--- config.mk ---
export PLATFORM = sky130hd
export DESIGN_NAME = bram_stream_reader_flat
export DESIGN_NICKNAME = d
export VERILOG_FILES = /design/src/rtl/bram_stream_if.sv /design/src/rtl/bram_stream_reader.sv /design/src/flat_wrapper.sv
export SDC_FILE = /design/constraint.sdc
export NUM_CORES = 1
export LEC_CHECK = 0
export CAP_MARGIN = 40
export CORE_UTILIZATION = 42
export DETAILED_ROUTE_END_ITERATION = 10
export PLACE_DENSITY = 0.73
export SLEW_MARGIN = 30
export SYNTH_ARGS = -nofsm -noshare
export SYNTH_HDL_FRONTEND = slang
export SYNTH_SLANG_ARGS = --single-unit
--- constraint.sdc ---
create_clock -name clk -period 1.9 [get_ports clk]
set_input_delay 0.475 -clock clk [delete_from_list [all_inputs] [get_ports clk]]
set_output_delay 0.475 -clock clk [all_outputs]
set_load 0.01 [all_outputs]
--- src/rtl/bram_stream_if.sv ---
// Valid/ready word stream with packet markers, carrying block-RAM read-out data.
interface bram_stream_if #(
    parameter int DATA_WIDTH = 8
);
    logic [DATA_WIDTH-1:0] out_data;
    logic                  out_valid;
    logic                  out_ready;
    logic                  out_sop;
    logic                  out_eop;

    modport master (
        output out_data,
        output out_valid,
        output out_sop,
        output out_eop,
        input  out_ready
    );

    modport slave (
        input  out_data,
        input  out_valid,
        input  out_sop,
        input  out_eop,
        output out_ready
    );
endinterface

--- src/rtl/bram_stream_reader.sv ---
// Walks a contiguous block-RAM address range and emits one word per beat on a
// valid/ready stream with sop/eop markers; all outputs registered.
//   state     | meaning
//   ST_IDLE   | waiting for start; zero-length start only pulses done
//   ST_STREAM | reading words and presenting them on the stream
module bram_stream_reader #(
    parameter int DATA_WIDTH = 8,
    parameter int ADDR_WIDTH = 19
) (
    input  logic                  clk,
    input  logic                  reset_n,
    input  logic                  start,
    input  logic [ADDR_WIDTH-1:0] start_addr,
    input  logic [ADDR_WIDTH:0]   length,
    input  logic                  abort,
    output logic                  busy,
    output logic                  done,
    output logic [ADDR_WIDTH-1:0] mem_raddr,
    input  logic [DATA_WIDTH-1:0] mem_rdata,
    bram_stream_if.master         out_if
);
    typedef enum logic {ST_IDLE, ST_STREAM} state_t;

    state_t                state_q;
    logic [ADDR_WIDTH-1:0] rd_addr_q;
    logic [ADDR_WIDTH-1:0] rd_addr_d;
    logic [ADDR_WIDTH:0]   remaining_q;
    logic [ADDR_WIDTH:0]   remaining_d;
    logic                  first_q;
    logic                  busy_q;
    logic                  done_q;
    logic [DATA_WIDTH-1:0] out_data_q;
    logic                  out_valid_q;
    logic                  out_sop_q;
    logic                  out_eop_q;
    logic                  accept;
    logic                  load;

    assign rd_addr_d   = rd_addr_q + ADDR_WIDTH'(1);
    assign remaining_d = remaining_q - (ADDR_WIDTH + 1)'(1);
    assign accept      = out_valid_q && out_if.out_ready;
    // Refill the output register whenever it is empty or being drained this cycle.
    assign load        = (remaining_q != '0) && (!out_valid_q || out_if.out_ready);

    always_ff @(posedge clk or negedge reset_n) begin
        if (!reset_n) begin
            state_q     <= ST_IDLE;
            rd_addr_q   <= '0;
            remaining_q <= '0;
            first_q     <= 1'b0;
            busy_q      <= 1'b0;
            done_q      <= 1'b0;
            out_data_q  <= '0;
            out_valid_q <= 1'b0;
            out_sop_q   <= 1'b0;
            out_eop_q   <= 1'b0;
        end else begin
            done_q <= 1'b0;
            case (state_q)
                ST_IDLE: begin
                    if (start) begin
                        if (length != '0) begin
                            rd_addr_q   <= start_addr;
                            remaining_q <= length;
                            first_q     <= 1'b1;
                            busy_q      <= 1'b1;
                            state_q     <= ST_STREAM;
                        end else begin
                            done_q <= 1'b1;
                        end
                    end
                end
                ST_STREAM: begin
                    if (abort) begin
                        state_q     <= ST_IDLE;
                        busy_q      <= 1'b0;
                        out_valid_q <= 1'b0;
                        out_sop_q   <= 1'b0;
                        out_eop_q   <= 1'b0;
                    end else if (accept && out_eop_q) begin
                        state_q     <= ST_IDLE;
                        busy_q      <= 1'b0;
                        done_q      <= 1'b1;
                        out_valid_q <= 1'b0;
                        out_sop_q   <= 1'b0;
                        out_eop_q   <= 1'b0;
                    end else if (load) begin
                        out_data_q  <= mem_rdata;
                        out_valid_q <= 1'b1;
                        out_sop_q   <= first_q;
                        first_q     <= 1'b0;
                        out_eop_q   <= (remaining_q == (ADDR_WIDTH + 1)'(1));
                        rd_addr_q   <= rd_addr_d;
                        remaining_q <= remaining_d;
                    end else if (accept) begin
                        out_valid_q <= 1'b0;
                        out_sop_q   <= 1'b0;
                        out_eop_q   <= 1'b0;
                    end
                end
                default: state_q <= ST_IDLE;
            endcase
        end
    end

    assign busy             = busy_q;
    assign done             = done_q;
    assign mem_raddr        = rd_addr_q;
    assign out_if.out_data  = out_data_q;
    assign out_if.out_valid = out_valid_q;
    assign out_if.out_sop   = out_sop_q;
    assign out_if.out_eop   = out_eop_q;
endmodule

--- src/flat_wrapper.sv ---
// flat-port wrapper written by rule: the top's interface ports become plain ports
module bram_stream_reader_flat 
#(
    parameter int DATA_WIDTH = 8,
    parameter int ADDR_WIDTH = 19
)
  (clk, reset_n, start, start_addr, length, abort, busy, done, mem_raddr, mem_rdata, out_if_out_data, out_if_out_valid, out_if_out_sop, out_if_out_eop, out_if_out_ready);
  bram_stream_if #(.DATA_WIDTH(DATA_WIDTH)) out_if_i ();
  input  logic clk;
  input  logic reset_n;
  input  logic start;
  input  logic [ADDR_WIDTH-1:0] start_addr;
  input  logic [ADDR_WIDTH:0] length;
  input  logic abort;
  output logic busy;
  output logic done;
  output logic [ADDR_WIDTH-1:0] mem_raddr;
  input  logic [DATA_WIDTH-1:0] mem_rdata;
  output wire logic [$bits(out_if_i.out_data)-1:0] out_if_out_data;
  output wire logic [$bits(out_if_i.out_valid)-1:0] out_if_out_valid;
  output wire logic [$bits(out_if_i.out_sop)-1:0] out_if_out_sop;
  output wire logic [$bits(out_if_i.out_eop)-1:0] out_if_out_eop;
  input wire logic [$bits(out_if_i.out_ready)-1:0] out_if_out_ready;
  assign out_if_out_data = out_if_i.out_data;
  assign out_if_out_valid = out_if_i.out_valid;
  assign out_if_out_sop = out_if_i.out_sop;
  assign out_if_out_eop = out_if_i.out_eop;
  assign out_if_i.out_ready = out_if_out_ready;
  bram_stream_reader #(.DATA_WIDTH(DATA_WIDTH), .ADDR_WIDTH(ADDR_WIDTH)) u_core (.clk(clk), .reset_n(reset_n), .start(start), .start_addr(start_addr), .length(length), .abort(abort), .busy(busy), .done(done), .mem_raddr(mem_raddr), .mem_rdata(mem_rdata), .out_if(out_if_i));
endmodule
==> results.cfg <==
[outcome]
status = finished with violations
violations = negative setup slack

[setup_path]
cp_common_cell = or4_4
slowest_stage = or4_4
crit_arrival_ns = 2.27
worstPathMaxFanout = 3
critPathCaptureType = register
crit_type = reg2reg
cp-start-kind = register
crit_path_cell_trace = buf_6 > or4_4 > or4_4 > nor3_4 > nand4_1 > o211a_1
cp.required_ns = 2.11
cp_slowest_stage_delay_ns = 0.51

[logic_synthesis]
ys.flop_type = dfrtp_1
synth-edff-count = 0
post_synth.cell_area_avg_um2 = 8.809
async_reset_ff_share_pct = 100.0
yosysSeqAreaShare_pct = 41.02
synth_compound_area_share_pct = 25.90
synth-simple-area-share_pct = 25.45
yosysWarningCount = 0
synth_nets = 430
synth.distinct_cells = 60
muxShareOfSynthArea_pct = 1.215
synth_area_mm2 = 0.003294
ys_seq_elements = 54
synth_top_family_by_area = compound AO/OA/AOI/OAI gates
yosys.area_share.adder_pct = 1.519
synth-xor-area-share_pct = 0
synthCells = 374

[routing]
drt-initial-drc-count = 330
drc = 0
ant_nets = 0
num_vias = 3973
routedWlPerCell_um = 19.08
drt_pass1_iterations = 5
wl_mm = 12.46
routed_via_density = 6.084

[clocking]
cts_tree = done
clock_latency_ns = 0.32
hold_buffers = 0
numCtsBuffers = 5
cts_num_sinks = 54
clk_pin_slew_ns = 0.10
cts_buffer_depth = 2
htreeDepth = 2
cts_root_buf = clkbuf_8

[power]
leakagePower_nw = 2.453
power_density_mw_per_mm2 = 1068
peakVddDrop_mv = 0.5918
fin_total_pwr_mw = 6.141

[placed_design]
place_area_mm2 = 0.004852
hpwl_mm = 7.439
place_congestion = 0.8504
numPortBuffers = 83
place_ws_ns = -0.6572

[floorplan]
fp.dieH_um = 90.57
row_count = 31
core_mm2 = 0.007408
start_util_pct = 44.47
die_w_um = 90.57
fp.dieArea_mm2 = 0.008202
ios = 84

[global_routing]
grt_usage_pct = 29.08
grt_first_pass_wirelength_mm = 19.07
antenna_found_initial = 0
grt_max_degree = 55
grt_pass1_vias = 3844
grt.overflow.total = 0

[min_path]
hold_class = in2async

[timing]
fmax_mhz = 484.6
drv_slew = 0
hold_slack_ns = 0.1290
period_minus_slack_ns = 2.063
tightestPinTransition_ns = 0.5957
setup_viol = 43
rsz0062_at_grt = yes
clock_skew_ns = 0.01289
fin_crit_sh_pct = 108.6
setup_tns_ns = -3.273
max_slew_margin_pct = 59.92
finalHoldViolCount = 0
setup_slack_ns = -0.1634

[final_layout]
syn_to_final_growth_pct = 74.55
final_common_cell = buf_4
drive_above_1_share_pct = 36.46
layout.nets = 609
final_cell_mix = buf_4, clkdlybuf4s50_1, dfrtp_1
fin_area_mm2 = 0.005751
fill_cells = 490
diodes = 0

[flow_run]
cap_violations = 0
## metrics by stage
step	std cells	util (%)
2_1_floorplan	374	-
3_3_place_gp	620	65.50
3_5_place_dp	620	65.50
4_1_cts	643	72.62
5_1_grt	653	77.62
6_report	653	77.62
## where the power goes
part	internal (mW)	switching, mW
combinational	1.73	1.48
clock	0.528	0.415
sequential	1.55	0.442
## logic make-up after synthesis
kind of cell    Yosys count
simple gates            156
mux                       4
compound gates          118
buf+inv                  38
flops                    54
fa+ha+maj                 4
## final cells by class
cell class / instances / area (µm²) / share of cell area, %
clock inverters: 3 / 68.82 / 1.197
well taps: 99 / 123.9 / 2.154
repair buffers: 195 / 1872 / 32.55
multi-input cells: 283 / 2208 / 38.40
flip-flops and latches: 54 / 1356 / 23.59
inverters: 14 / 52.55 / 0.9138
clock buffers: 5 / 68.82 / 1.197
## worst max-delay path, delay by kind of cell (launching register included)
kind                   cells  cell delay [ns]
DFF                        1             0.44
buffers and inverters      1             0.13
and+or+nand+nor            4             1.22
AOI/OAI and AO/OA          1             0.15
## final timing paths
| kind | from | endpoint | slack (ns) | cells after the start |
|---|---|---|---|---|
| max | u_core.remaining_q[12]$_DFFE_PN0P_ | u_core.remaining_q[19]$_DFFE_PN0P_ | -0.16 | 6 |
| min | reset_n | u_core.mem_raddr[18]$_DFFE_PN0P_ | 0.13 | 2 |
| max reg2reg | u_core.remaining_q[12]$_DFFE_PN0P_ | u_core.remaining_q[19]$_DFFE_PN0P_ | -0.16 | 6 |
| min reg2reg | u_core.out_if.out_data[3]$_DFFE_PN0P_ | u_core.out_if.out_data[3]$_DFFE_PN0P_ | 0.48 | 2 |
| max in group asynchronous | reset_n | u_core.out_if.out_valid$_DFFE_PN0P_ | 1.49 | 2 |
| min in group clk | u_core.out_if.out_data[3]$_DFFE_PN0P_ | u_core.out_if.out_data[3]$_DFFE_PN0P_ | 0.48 | 2 |
## cells in the mapped netlist (5+ instances only)
cell type / instances / area share (%)
buf_2: 9 / 1.4
o21ai_1: 5 / 0.76
nand2_1: 50 / 5.7
o22a_1: 9 / 2.4
a41oi_1: 6 / 1.6
dfrtp_1: 54 / 41
o21ai_0: 21 / 3.2
inv_1: 13 / 1.5
a221o_1: 9 / 2.7
a31oi_1: 5 / 0.95
clkbuf_1: 12 / 1.4
nor4_1: 11 / 2.1
nor2_1: 22 / 2.5
and3_1: 12 / 2.3
a22oi_1: 5 / 1.1
a21oi_1: 17 / 2.6
nand4_1: 5 / 0.95
nand3_1: 16 / 2.4
nor3_1: 14 / 2.1
## routing by layer
metal | vias up | GRT usage [%] | wire length [µm]
met5 | - | 0 | 0
met4 | 0 | 10.62 | 417
met3 | 50 | 4.882 | 820
met2 | 222 | 50.76 | 6368
met1 | 1910 | 35.87 | 4852
li1 | 1791 | - | -
## state kept, by name, indices dropped and copies added (netlist names)
name / flops
u_core.first_q: 1
u_core.out_if.out_data: 8
u_core.busy: 1
u_core.mem_raddr: 19
u_core.out_if.out_valid: 1
u_core.out_if.out_eop: 1
u_core.done: 1
u_core.state_q: 1
u_core.remaining_q: 20
u_core.out_if.out_sop: 1
## repair_timing
item | 4_1_cts | 5_1_grt
resized for setup | 80 | 69
hold endpoints to repair | 0 | 0
pin swaps | 28 | 45
setup endpoints to repair | 53 | 54
buffers inserted | 13 | 10
cloned | 2 | 1
(Power assumes the default switching activity.)
==> edit 1 (same flow settings) <==
Make the reset (`reset_n`) synchronous in one clocked block.
--- a/src/rtl/bram_stream_reader.sv
+++ b/src/rtl/bram_stream_reader.sv
@@ -42,7 +42,7 @@
     // Refill the output register whenever it is empty or being drained this cycle.
     assign load        = (remaining_q != '0) && (!out_valid_q || out_if.out_ready);
 
-    always_ff @(posedge clk or negedge reset_n) begin
+    always_ff @(posedge clk) begin
         if (!reset_n) begin
             state_q     <= ST_IDLE;
             rd_addr_q   <= '0;
Formal check against the unedited RTL: differs if reset_n is asserted again (counterexample within 4 cycles, from zero or initial values and one cycle with reset_n low); with reset_n held inactive, the same outputs for 4 cycles.
==> edit 1 against the unedited design <==
  * Sequential cell count unchanged
  * Final area decreased by 9.5%
  * Critical path type is now in2reg
  * Synthesized area increased by 2.2%
  * Die area increased by 2.2%
  * Worst setup slack improved by 0.18 ns
  * Largest cell class unchanged
  * Wire length decreased by 3.6%
Power is not compared: it rests on default switching activity, and its combinational part moved more than twofold at a synthesized area within 25%.
==> edit 1: results <==
{
  "syn_area_per_cell_um2": 7.55,
  "grt_pass1_vias": 3906,
  "viasPerCell": 6.05,
  "fin_util": 0.674,
  "cp_data_arrival_time_ns": 2.09,
  "synth_area_leaders": "dfxtp_1 32%, nand2_1 8.2%, a21oi_1 7.0%",
  "grt.met3_usage": 0.0427,
  "synthArstFlopShare": 0,
  "place_area_um2": 4720,
  "gr-usage-met2": 0.476,
  "pre_cts_ws_ns": -0.518,
  "wl_per_cell_um": 17.7,
  "dp_cells": 658,
  "clock_skew_ns": 0.00905,
  "startpoint": "length[18]",
  "synth_nets": 502,
  "r2r_end": "u_core.remaining_q[14]$_SDFFE_PN0P_",
  "outcome": "complete, no violations",
  "setup.worst_path.end": "u_core.remaining_q[2]$_SDFFE_PN0P_",
  "ys.flop_type": "dfxtp_1",
  "cpMaxStageDelayCell": "clkdlybuf4s50_1",
  "tightest_slew_ns": 0.426,
  "groute.usage.overall": 0.276,
  "nFillCells": 621,
  "synth-compound-area-share": 0.296,
  "reg2reg_setup_slack_ns": 0.04,
  "r2r_start": "u_core.remaining_q[0]$_SDFFE_PN0P_",
  "wirelength_met1_um": 4870,
  "grt_start_max_net_pins": 48,
  "slowest_delay_ns": 0.44,
  "drtIter0Drc": 340,
  "dpl.hpwl_um": 7630,
  "rr_worst_depth": 7,
  "worst_hold_path_type": "reg2reg",
  "hold_ws_ns": 0.465,
  "grt_pass1_wl_um": 18600
}
==> edit 1: cell types whose count changed after synthesis, moves of 11 or more <==
cell | before | now
a21oi_1 | 17 | 47
nor2_1 | 22 | 33
nand2_1 | 50 | 74
o22ai_1 | 4 | 16
o32ai_1 | 2 | 16
dfxtp_1 | 0 | 54
dfrtp_1 | 54 | 0
==> edit 1: layout make-up <==
| type | instances | area share |
|---|---|---|
| clock inverters | 1 | 0.00144 |
| clock buffers | 6 | 0.0139 |
| multi-input cells | 345 | 0.426 |
| well taps | 102 | 0.0245 |
| repair buffers | 164 | 0.315 |
| flip-flops and latches | 54 | 0.213 |
| inverters | 8 | 0.00577 |
==> edit 1: power groups by stage <==
stage,sequential [uW],combinational [uW],clock [uW]
finish,1320,1280,648
global route,1330,1370,696
CTS,1310,1180,658
detailed placement,1330,1100,0
global placement,1330,1090,0
floorplan,1340,561,0
==> edit 2 (config.mk and constraints unchanged) <==
Without the edit above. `DATA_WIDTH` is set to 8 in 3 places; all go to 10.
--- a/src/rtl/bram_stream_if.sv
+++ b/src/rtl/bram_stream_if.sv
@@ -1,6 +1,6 @@
 // Valid/ready word stream with packet markers, carrying block-RAM read-out data.
 interface bram_stream_if #(
-    parameter int DATA_WIDTH = 8
+    parameter int DATA_WIDTH = 10
 );
     logic [DATA_WIDTH-1:0] out_data;
     logic                  out_valid;
--- a/src/rtl/bram_stream_reader.sv
+++ b/src/rtl/bram_stream_reader.sv
@@ -4,7 +4,7 @@
 //   ST_IDLE   | waiting for start; zero-length start only pulses done
 //   ST_STREAM | reading words and presenting them on the stream
 module bram_stream_reader #(
-    parameter int DATA_WIDTH = 8,
+    parameter int DATA_WIDTH = 10,
     parameter int ADDR_WIDTH = 19
 ) (
     input  logic                  clk,
--- a/src/flat_wrapper.sv
+++ b/src/flat_wrapper.sv
@@ -1,7 +1,7 @@
 // flat-port wrapper written by rule: the top's interface ports become plain ports
 module bram_stream_reader_flat 
 #(
-    parameter int DATA_WIDTH = 8,
+    parameter int DATA_WIDTH = 10,
     parameter int ADDR_WIDTH = 19
 )
   (clk, reset_n, start, start_addr, length, abort, busy, done, mem_raddr, mem_rdata, out_if_out_data, out_if_out_valid, out_if_out_sop, out_if_out_eop, out_if_out_ready);
Ports: changed (resized mem_rdata and out_if_out_data); port bits go from 84 to 88. No check against the original RTL was run, so the function may have changed too.
==> edit 2 against the unedited design <==
  * The run still ends with negative setup slack left
  * Total power fell by 6.1%
  * Clock skew fell by 0.0036 ns
  * Final area fell by 4.5%
  * Wire length fell by 7.4%
  * Worst setup slack improved by 0.060 ns
  * Global-route usage fell by 2.3 points
  * Sequential cell count rose by 2
  * Non-clock buffer count fell by 20
  * Synthesized area rose by 1.6%
  * Largest cell class unchanged
==> edit 2: results <==
{
  "outcome": "finished with violations",
  "violations": "negative setup slack",
  "gp_congestion": 0.911,
  "ys_seq_area_frac": 0.419,
  "ir_worst_vdd_mv": 0.573,
  "cts_made_buffers": 5,
  "grt_pass1_vias": 3599,
  "synth_area_leaders": "dfrtp_1 42%, nand2_1 5.9%, nor2_1 2.7%",
  "final_nets": 590,
  "startpoint": "u_core.remaining_q[1]$_DFFE_PN0P_",
  "cp_data_arrival_time_ns": 2.21,
  "setup.worst_path.end": "u_core.remaining_q[11]$_DFFE_PN0P_",
  "power_switching_uw": 2230,
  "dpl.hpwl_um": 7870,
  "num_vias": 3822,
  "tns_ns": -1.79,
  "grt_start_max_net_pins": 29,
  "tightest_slew_ns": 0.431,
  "slowest_delay_ns": 0.55,
  "yosys.cell_types.count": 67,
  "rr_worst_depth": 6,
  "wl_um": 11500,
  "clock_skew_ns": 0.00929,
  "groute.usage.overall": 0.268,
  "synth_commonest_cells": "56 x dfrtp_1, 53 x nand2_1, 24 x nor2_1",
  "critPathMaxFanout": 4,
  "htree_num_levels": 2,
  "nFillCells": 553,
  "synth_nets": 432,
  "drtIter0Drc": 288,
  "setup_slack_ns": -0.104,
  "p_leak_uw": 0.00230,
  "grt_pass1_wl_um": 17800,
  "cts-root-buf": "clkbuf_8",
  "hold_ws_ns": 0.0719,
  "drive_above_1_share": 0.310,
  "setup_viol": 32,
  "port_buffers": 87,
  "synthArstFlopShare": 1.00
}
## edit 2: cell types whose count changed after synthesis, sizes merged, moves of 4 or more
cell | before | now
o21ai | 27 | 20
a21oi | 17 | 11
a41oi | 6 | 2
inv | 14 | 10
## edit 2: through the flow
stage          power [uW]  setup slack (ns)  std cells  utilization  cell area [um2]
2_1_floorplan        3210           -0.0131        374            -             3360
3_5_place_dp         4620            -0.859        615        0.630             4870
4_1_cts              5440           -0.0798        624        0.667             5150
6_report             5770            -0.104        635        0.711             5490
5_1_grt              6100            -0.178        635        0.711             5490
3_3_place_gp         4530            -0.722        615        0.630             4870
## edit 2: kinds of logic after synthesis
group,synth area share
AOI/OAI and AO/OA,0.250
muxes,0.0153
and+or+nand+nor,0.258
DFF,0.419
adders and majority gates,0.0149
buffers and inverters,0.0426
## edit 2: power groups by stage
stage	registers [uW]	logic [uW]	clock network (uW)
finish	2050	2990	725
CTS	2010	2710	728
global placement	1990	2540	0
detailed placement	2000	2620	0
global route	2100	3210	787
floorplan	2130	1080	0
## edit 2: cell type report
class | instances | area, um2 | share of cell area
clock buffer | 6 | 82.6 | 0.0150
clock inverter | 2 | 15.0 | 0.00273
inverter | 10 | 37.5 | 0.00684
multi-input combinational | 284 | 2140 | 0.390
sequential | 56 | 1400 | 0.256
tap | 102 | 128 | 0.0232
timing repair buffer | 175 | 1680 | 0.306
## edit 2: layer usage
layer | GRT usage | part of all wire
met3 | 0.0394 | 0.070
met4 | 0.0767 | 0.016
met1 | 0.342 | 0.40
met2 | 0.470 | 0.51
met5 | 0 | 0
## edit 2: what timing repair did
action,4_1_cts,5_1_grt
resized for setup,55,53
setup endpoints to repair,45,40
setup buffers,1,8
pin swaps,15,24
gates cloned,0,3
